File: src/rtl/if_fetch_unit.sv
// if_fetch_unit: instruction-fetch initiator for the pipelined MIPS core.
// Issues imem reads, absorbs ID stalls in a 2-entry skid buffer and applies redirects.
// Ports:
//   clk, rst_n                  clock, synchronous active-low reset
//   stall                       IF/ID hold from hazard unit
//   redirect_valid/redirect_pc  branch/jump taken and its target
//   imem_memread/imem_address   read request to instruction memory
//   imem_readdata               read data, one cycle after the request
//   if_valid/if_instr/if_pc     instruction bundle to IF/ID
//   if_pc_plus4                 if_pc + 4
//   misalign_err                sticky, set by a misaligned redirect target
module if_fetch_unit #(
    parameter logic [31:0] RESET_PC = 32'h0000_0000,
    parameter logic [31:0] PC_STEP  = 32'd4,
    parameter logic [31:0] NOP_WORD = 32'h0000_0000
) (
    input  logic        clk,
    input  logic        rst_n,
    input  logic        stall,
    input  logic        redirect_valid,
    input  logic [31:0] redirect_pc,
    output logic        imem_memread,
    output logic [31:0] imem_address,
    input  logic [31:0] imem_readdata,
    output logic        if_valid,
    output logic [31:0] if_instr,
    output logic [31:0] if_pc,
    output logic [31:0] if_pc_plus4,
    output logic        misalign_err
);

    logic [31:0] pc;
    logic        inflight;
    logic [31:0] inf_pc;
    logic        inf_epoch;
    logic        epoch;

    logic [31:0] buf_instr [2];
    logic [31:0] buf_pc    [2];
    logic        head;
    logic [1:0]  buf_count;

    logic [2:0]  occupancy;
    logic        req;
    logic        rsp_live;
    logic        accept;
    logic        pop;
    logic        push;
    logic        tail;

    // Buffer plus in-flight slot never exceeds two, so the buffer cannot overflow.
    assign occupancy = {1'b0, buf_count} + {2'b00, inflight};
    assign req = rst_n & ~redirect_valid & (occupancy < 3'd2);

    assign imem_memread = req;
    assign imem_address = rst_n ? pc : RESET_PC;

    // Responses from before the latest redirect carry a stale epoch.
    assign rsp_live = inflight & (inf_epoch == epoch);
    assign accept   = ~stall | ~if_valid;
    assign pop      = accept & (buf_count != 2'd0);
    assign push     = rsp_live & ~(accept & (buf_count == 2'd0));
    assign tail     = head ^ buf_count[0];

    always_ff @(posedge clk) begin
        if (!rst_n) begin
            pc           <= RESET_PC;
            inflight     <= 1'b0;
            inf_pc       <= RESET_PC;
            inf_epoch    <= 1'b0;
            epoch        <= 1'b0;
            head         <= 1'b0;
            buf_count    <= 2'd0;
            if_valid     <= 1'b0;
            if_instr     <= NOP_WORD;
            if_pc        <= 32'd0;
            if_pc_plus4  <= 32'd0;
            misalign_err <= 1'b0;
        end else if (redirect_valid) begin
            pc        <= {redirect_pc[31:2], 2'b00};
            epoch     <= ~epoch;
            inflight  <= 1'b0;
            head      <= 1'b0;
            buf_count <= 2'd0;
            if_valid  <= 1'b0;
            if_instr  <= NOP_WORD;
            if (redirect_pc[1:0] != 2'b00) begin
                misalign_err <= 1'b1;
            end
        end else begin
            inflight <= req;
            if (req) begin
                pc        <= pc + PC_STEP;
                inf_pc    <= pc;
                inf_epoch <= epoch;
            end

            if (push) begin
                buf_instr[tail] <= imem_readdata;
                buf_pc[tail]    <= inf_pc;
            end
            if (pop) begin
                head <= ~head;
            end
            unique case ({push, pop})
                2'b10:   buf_count <= buf_count + 2'd1;
                2'b01:   buf_count <= buf_count - 2'd1;
                default: ;
            endcase

            if (accept) begin
                unique case (1'b1)
                    (buf_count != 2'd0): begin
                        if_valid    <= 1'b1;
                        if_instr    <= buf_instr[head];
                        if_pc       <= buf_pc[head];
                        if_pc_plus4 <= buf_pc[head] + 32'd4;
                    end
                    (buf_count == 2'd0) && rsp_live: begin
                        if_valid    <= 1'b1;
                        if_instr    <= imem_readdata;
                        if_pc       <= inf_pc;
                        if_pc_plus4 <= inf_pc + 32'd4;
                    end
                    default: begin
                        if_valid <= 1'b0;
                        if_instr <= NOP_WORD;
                    end
                endcase
            end
        end
    end

endmodule

File: config.mk
export PLATFORM = sky130hd
export DESIGN_NAME = if_fetch_unit
export DESIGN_NICKNAME = d
export VERILOG_FILES = /design/src/rtl/if_fetch_unit.sv
export SDC_FILE = /design/constraint.sdc
export NUM_CORES = 1
export LEC_CHECK = 0
export CORE_MARGIN = 2
export CORE_UTILIZATION = 30
export DETAILED_ROUTE_END_ITERATION = 8
export PLACE_DENSITY_LB_ADDON = 0.12
export SLEW_MARGIN = 20
export SYNTH_ARGS = -nofsm -noshare
export SYNTH_HDL_FRONTEND = slang
export SYNTH_SLANG_ARGS = --single-unit
File: constraint.sdc
create_clock -name clk -period 9.2 [get_ports clk]
set_input_delay 1.84 -clock clk [delete_from_list [all_inputs] [get_ports clk]]
set_output_delay 1.84 -clock clk [all_outputs]
set_load 0.05 [all_outputs]
Yosys cells after proc, flatten, opt, wreduce, memory -nomap -nowiden
Memories as Yosys holds them, arrays and structs flattened. A register that Yosys moved wholly into a read port is not among the register bits.
Index checks and enable logic that the tools add are counted.
{ "word_totals": {"romBits": 0, "wordCells": 68, "mem_bits_rw": 128, "out_inout_bits": 131, "latch_bits": 0, "memories": 2, "ff_bits": 168, "in_bits": 68} }
{ "memory_table": {"columns": ["memory", "depth", "word_bits", "rd", "rd_clocked_by_memory_dff", "write_ports", "line_no", "rtl"], "rows": [
  ["buf_instr", 2, 32, 1, 1, 1, "38", "logic [31:0] buf_instr [2];"],
  ["buf_pc", 2, 32, 1, 1, 1, "39", "logic [31:0] buf_pc [2];"]
]} }
{ "classes": {"n_bitwise": 15, "n_lt_le_gt_ge": 1, "n_shift": 0, "reduce_logical": 12, "div": 0, "mux": 16, "n_eq_ne": 3, "multipliers": 0, "addsub": 6} }
{ "op_table": {"columns": ["op", "count"], "rows": [
  ["$pmux 32 s2", 3],
  ["$add 32x3->32 const B", 3],
  ["$mux 32", 3],
  ["$reduce_bool 2->1", 5],
  ["$mux 1", 9],
  ["$not 1->1", 7],
  ["$and 1x1->1", 6],
  ["$pmux 2 s2", 1],
  ["$reduce_and 2->1", 2],
  ["$reduce_or 2->1", 2],
  ["$add 2x1->3", 1],
  ["$lt 3x2->1 const B", 1],
  ["$reduce_and 3->1", 1],
  ["$add 2x1->2 const B", 1],
  ["$eq 2x1->1 const B", 1],
  ["$eq 2x2->1 const B", 1],
  ["$logic_not 2->1", 1],
  ["$sub 2x1->2 const B", 1],
  ["$eq 1x1->1", 1],
  ["$logic_and 1x1->1", 1],
  ["$or 1x1->1", 1],
  ["$xor 1x1->1", 1]
]} }

Logic depth before layout (Yosys ltp)
{ "depth": {"ltp_word": 9, "depth_mapped": 15, "mapped_depth_nobuf": 9} }

Worst setup path after synthesis
OpenSTA, ideal clock, no wires.
{ "synth_path": {"kind": "input-to-reg", "start": "input port redirect_valid", "end": "memory buf_instr[1][0] (enable)", "setup_ns": 0.571, "stages": 4, "path_buffers": 2, "setup_slack_ns": 1.667, "required_time_ns": 8.629, "t_arrival_ns": 6.961, "cell_sequence": "clkbuf_1 nand2b_1 clkbuf_1 nor3b_1"} }
{ "synth_between": {"elab_chain_cells": 3} }
{ "synth_rtl": {"columns": ["element", "line_no", "rtl"], "rows": [
  ["from (decl)", "20", "input logic redirect_valid,"],
  ["$mux 1", "79", "end else if (redirect_valid) begin"],
  ["$mux 1", "66", "if (!rst_n) begin"],
  ["$mux 1 (not written as such)", "99", "buf_instr[tail] <= imem_readdata;"],
  ["to (decl)", "38", null]
]} }
Every way passes these cells.

Final worst setup path
{ "layout_path": {"start": "input port rst_n", "end": "output port imem_address[4]"} }
{ "layout_between": {"elab_chain_cells": 1} }
{ "layout_rtl": {"columns": ["element", "line_no", "rtl"], "rows": [
  ["from (decl)", "18", "input logic rst_n,"],
  ["$mux 32", "56", "assign imem_address = rst_n ? pc : RESET_PC;"],
  ["to (decl)", "23", "output logic [31:0] imem_address,"]
]} }
Every way passes these cells.

==> impl_metrics.yaml <==
global_route:
  grt_usage_pct: 17.3
  grt_max_degree: 72
  antenna_found_initial: 0
  grt-ovfl-total: 0
  grt_pass1_wl_um: 60000
  grt_pass1_vias: 10169
floorplan:
  pin_count: 199
  die-area_um2: 44500
  fp.dieW_um: 211
  rows: 75
  core_um2: 42100
  die_h_um: 211
  initial_core_util_pct: 30.5
layout:
  multi_input_area_um2: 5450
  drive_gt1_share_pct: 7.38
  final_cell_area_um2: 16400
  seq_area_um2: 6950
  utilization_pct: 38.8
  syn2layout_area_growth_pct: 27.2
  fillers: 4224
  nets: 1536
power_and_ir_drop:
  clkPwrFrac_pct: 45.9
  p_comb_share_pct: 9.1
  p_seq_share_pct: 45.0
  swShare_pct: 24.7
  power.internal_mw: 2.30
  p_leak_nw: 5.33
  peakVddDrop_uv: 106
  p_switching_mw: 0.756
  power_density_nw_per_um2: 187
detailed_routing:
  viasPerCell: 5.07
  dr_total_vias: 10297
  drt_iter0_drc: 538
  firstDrtPassIters: 7
  antenna_left: 0
  drc: 0
  wirelength_um: 38900
  avgRoutedWirePerCell_um: 19.1
placement:
  hpwl_um: 26100
  place_area_um2: 15200
  io_buffers: 192
  gp_congestion: 0.849
  post-place-ws_ns: 3.03
logic_synthesis:
  synth-edff-count: 124
  avgSynthCellArea_um2: 9.82
  ys_seq_elements: 285
  async_reset_ff_share_pct: 0
  synth_warnings: 0
  synth_top_family_by_area: "simple AND/OR/NAND/NOR gates"
  synthSimpleGateAreaFrac_pct: 17.7
  synth_most_common_cell: "nand2_1"
  ys.flop_type: "dfxtp_1"
  synth_top_cells_by_area: "edfxtp_1 (29%), dfxtp_1 (25%), a21oi_1 (5.6%)"
  synth_xor_area_share_pct: 2.04
  synth_area_um2: 12900
  ys_seq_area_share_pct: 54.0
  synth_cell_types: 78
  synthCells: 1310
  synth_mux_area_share_pct: 5.01
  synth_compound_area_share_pct: 17.0
  yosysTopAreaCell: "edfxtp_1"
  yosys-top-cells-count: "nand2_1 (164), nor2_1 (163), dfxtp_1 (161), a21oi_1 (145), edfxtp_1 (124)"
  synthAdderAreaFrac_pct: 0.292
  netlist.area_leader.share_pct: 28.9
timing:
  setup_slack_ns: 3.08
  finalSetupViolCount: 0
  min_period_ns: 6.12
  tns_ns: 0
  rsz0062_at_grt: "false"
  hold_violations: 0
  slew_violations: 0
  slew_headroom_pct: 31.3
  tightest_slew_ns: 1.03
  clock_skew_ns: 0.0254
  min_period_over_period_pct: 66.5
  max_clock_freq_mhz: 164
worst_setup_path:
  cp_data_arrival_time_ns: 4.28
  worst-path-buf-inv: 4
  worstPathCellList: "buf_2 > clkinv_2 > buf_4 > nor2_1 > clkdlybuf4s50_1"
  crit_type: "in -> out"
  required_ns: 7.36
  cp-end-kind: "primary output"
  slowest_delay_ns: 0.82
  crit_path_max_fanout: 50
  critPathSlowestCell: "clkdlybuf4s50_1"
  critPathTopFamily: "buffers and inverters"
  crit_path_start_kind: "primary input"
cts:
  clock_sinks: 285
  clockBufferDepth: 3
  worstSkewPairLatency_ns: 0.52
  post_cts_buffers: 0
  ctsHtreeMaxLevel: 2
  cts.clk_slew.worst_paths_ns: 0.06
  cts_made_buffers: 35
  ctsResizeCount: 0
  cts_tree: "done"
  postCtsHoldBufs: 0
  clockRootBuffer: "clkbuf_16"
hold_path:
  hold_path.class: "reg -> reg"
status:
  outcome: "completed"
run:
  cap_violations: 0
logic make-up after synthesis:
kind of cell    Yosys count
fa+ha+maj                 3
simple gates            484
mux                      64
xor+xnor                 27
buf+inv                 111
other cells               1
compound gates          335
flops                   285
worst min-delay path, delay by kind of cell, from the launching register on:
| kind | cells | cell delay (ns) |
|---|---|---|
| buffers and inverters | 1 | 0.05 |
| AO/OA/AOI/OAI | 1 | 0.04 |
| flip-flops | 1 | 0.31 |
worst paths after layout:
check                    start         endpoint  slack, ns  cells after the start
setup / recovery         rst_n  imem_address[4]       3.08                      5
hold / removal    misalign_err     misalign_err       0.45                      2
setup reg to reg  buf_count[0]  if_pc_plus4[20]       5.59                      8
hold reg to reg   misalign_err     misalign_err       0.45                      2
flip-flops by register name, summed over array words and instances (netlist names), named ones only:
register	cells
misalign_err	1
if_instr	32
inflight	1
buf_instr	64
if_pc	30
if_pc_plus4	30
pc	30
buf_pc	60
inf_epoch	1
epoch	1
if_valid	1
inf_pc	30
buf_count	2
head	1
metal layers:
| layer | track usage (%) | vias up | part of all wire, % |
|---|---|---|---|
| li1 | - | 5079 | - |
| met1 | 23.1 | 4962 | 46 |
| met2 | 29.1 | 207 | 48 |
| met3 | 2.59 | 49 | 3.4 |
| met4 | 5.05 | 0 | 2.1 |
| met5 | 0 | - | 0 |
final cells by class:
type,count,area share [%]
antenna,1,0.0153
inverter,12,0.283
clock inverter,18,1.22
multi-input combinational,919,33.3
tap,539,4.12
clock buffer,45,5.97
timing repair buffer,212,12.6
sequential,285,42.5
power by group through the flow:
stage	combinational, mW	clock, mW	sequential (mW)
global placement	0.280	0	1.40
global route	0.301	1.49	1.38
CTS	0.282	1.45	1.37
detailed placement	0.281	0	1.40
finish	0.279	1.40	1.37
floorplan	0.135	0	1.43
through the flow:
step / total power, mW / instances / hold WS (ns)
3_3_place_gp: 1.68 / 1967 / 0.439
5_1_grt: 3.17 / 2030 / 0.474
4_1_cts: 3.11 / 2030 / 0.454
3_5_place_dp: 1.68 / 1967 / 0.445
2_1_floorplan: 1.57 / 1315 / 0.447
6_report: 3.06 / 2031 / 0.450
cell usage in the layout (no fill, tap or decap), types with 6 or more instances in the layout:
cell type / instances
o21ai_1: 8
clkbuf_1: 6
conb_1: 6
and2_1: 30
nand3_1: 28
and3_1: 9
a22oi_1: 14
a222oi_1: 7
nand4_1: 15
clkdlybuf4s50_1: 190
nand2b_1: 10
edfxtp_1: 124
nor2_1: 162
clkbuf_16: 37
o22ai_1: 6
nand4b_1: 6
nor4_1: 8
dfxtp_1: 160
inv_1: 11
a31oi_1: 16
a21oi_1: 145
o21ai_0: 45
xor2_1: 9
a211oi_1: 44
nor3_1: 17
buf_4: 21
a221oi_1: 8
xnor2_1: 16
mux2i_1: 61
nand2_1: 163
a32oi_1: 6
(Power assumes the default switching activity.)
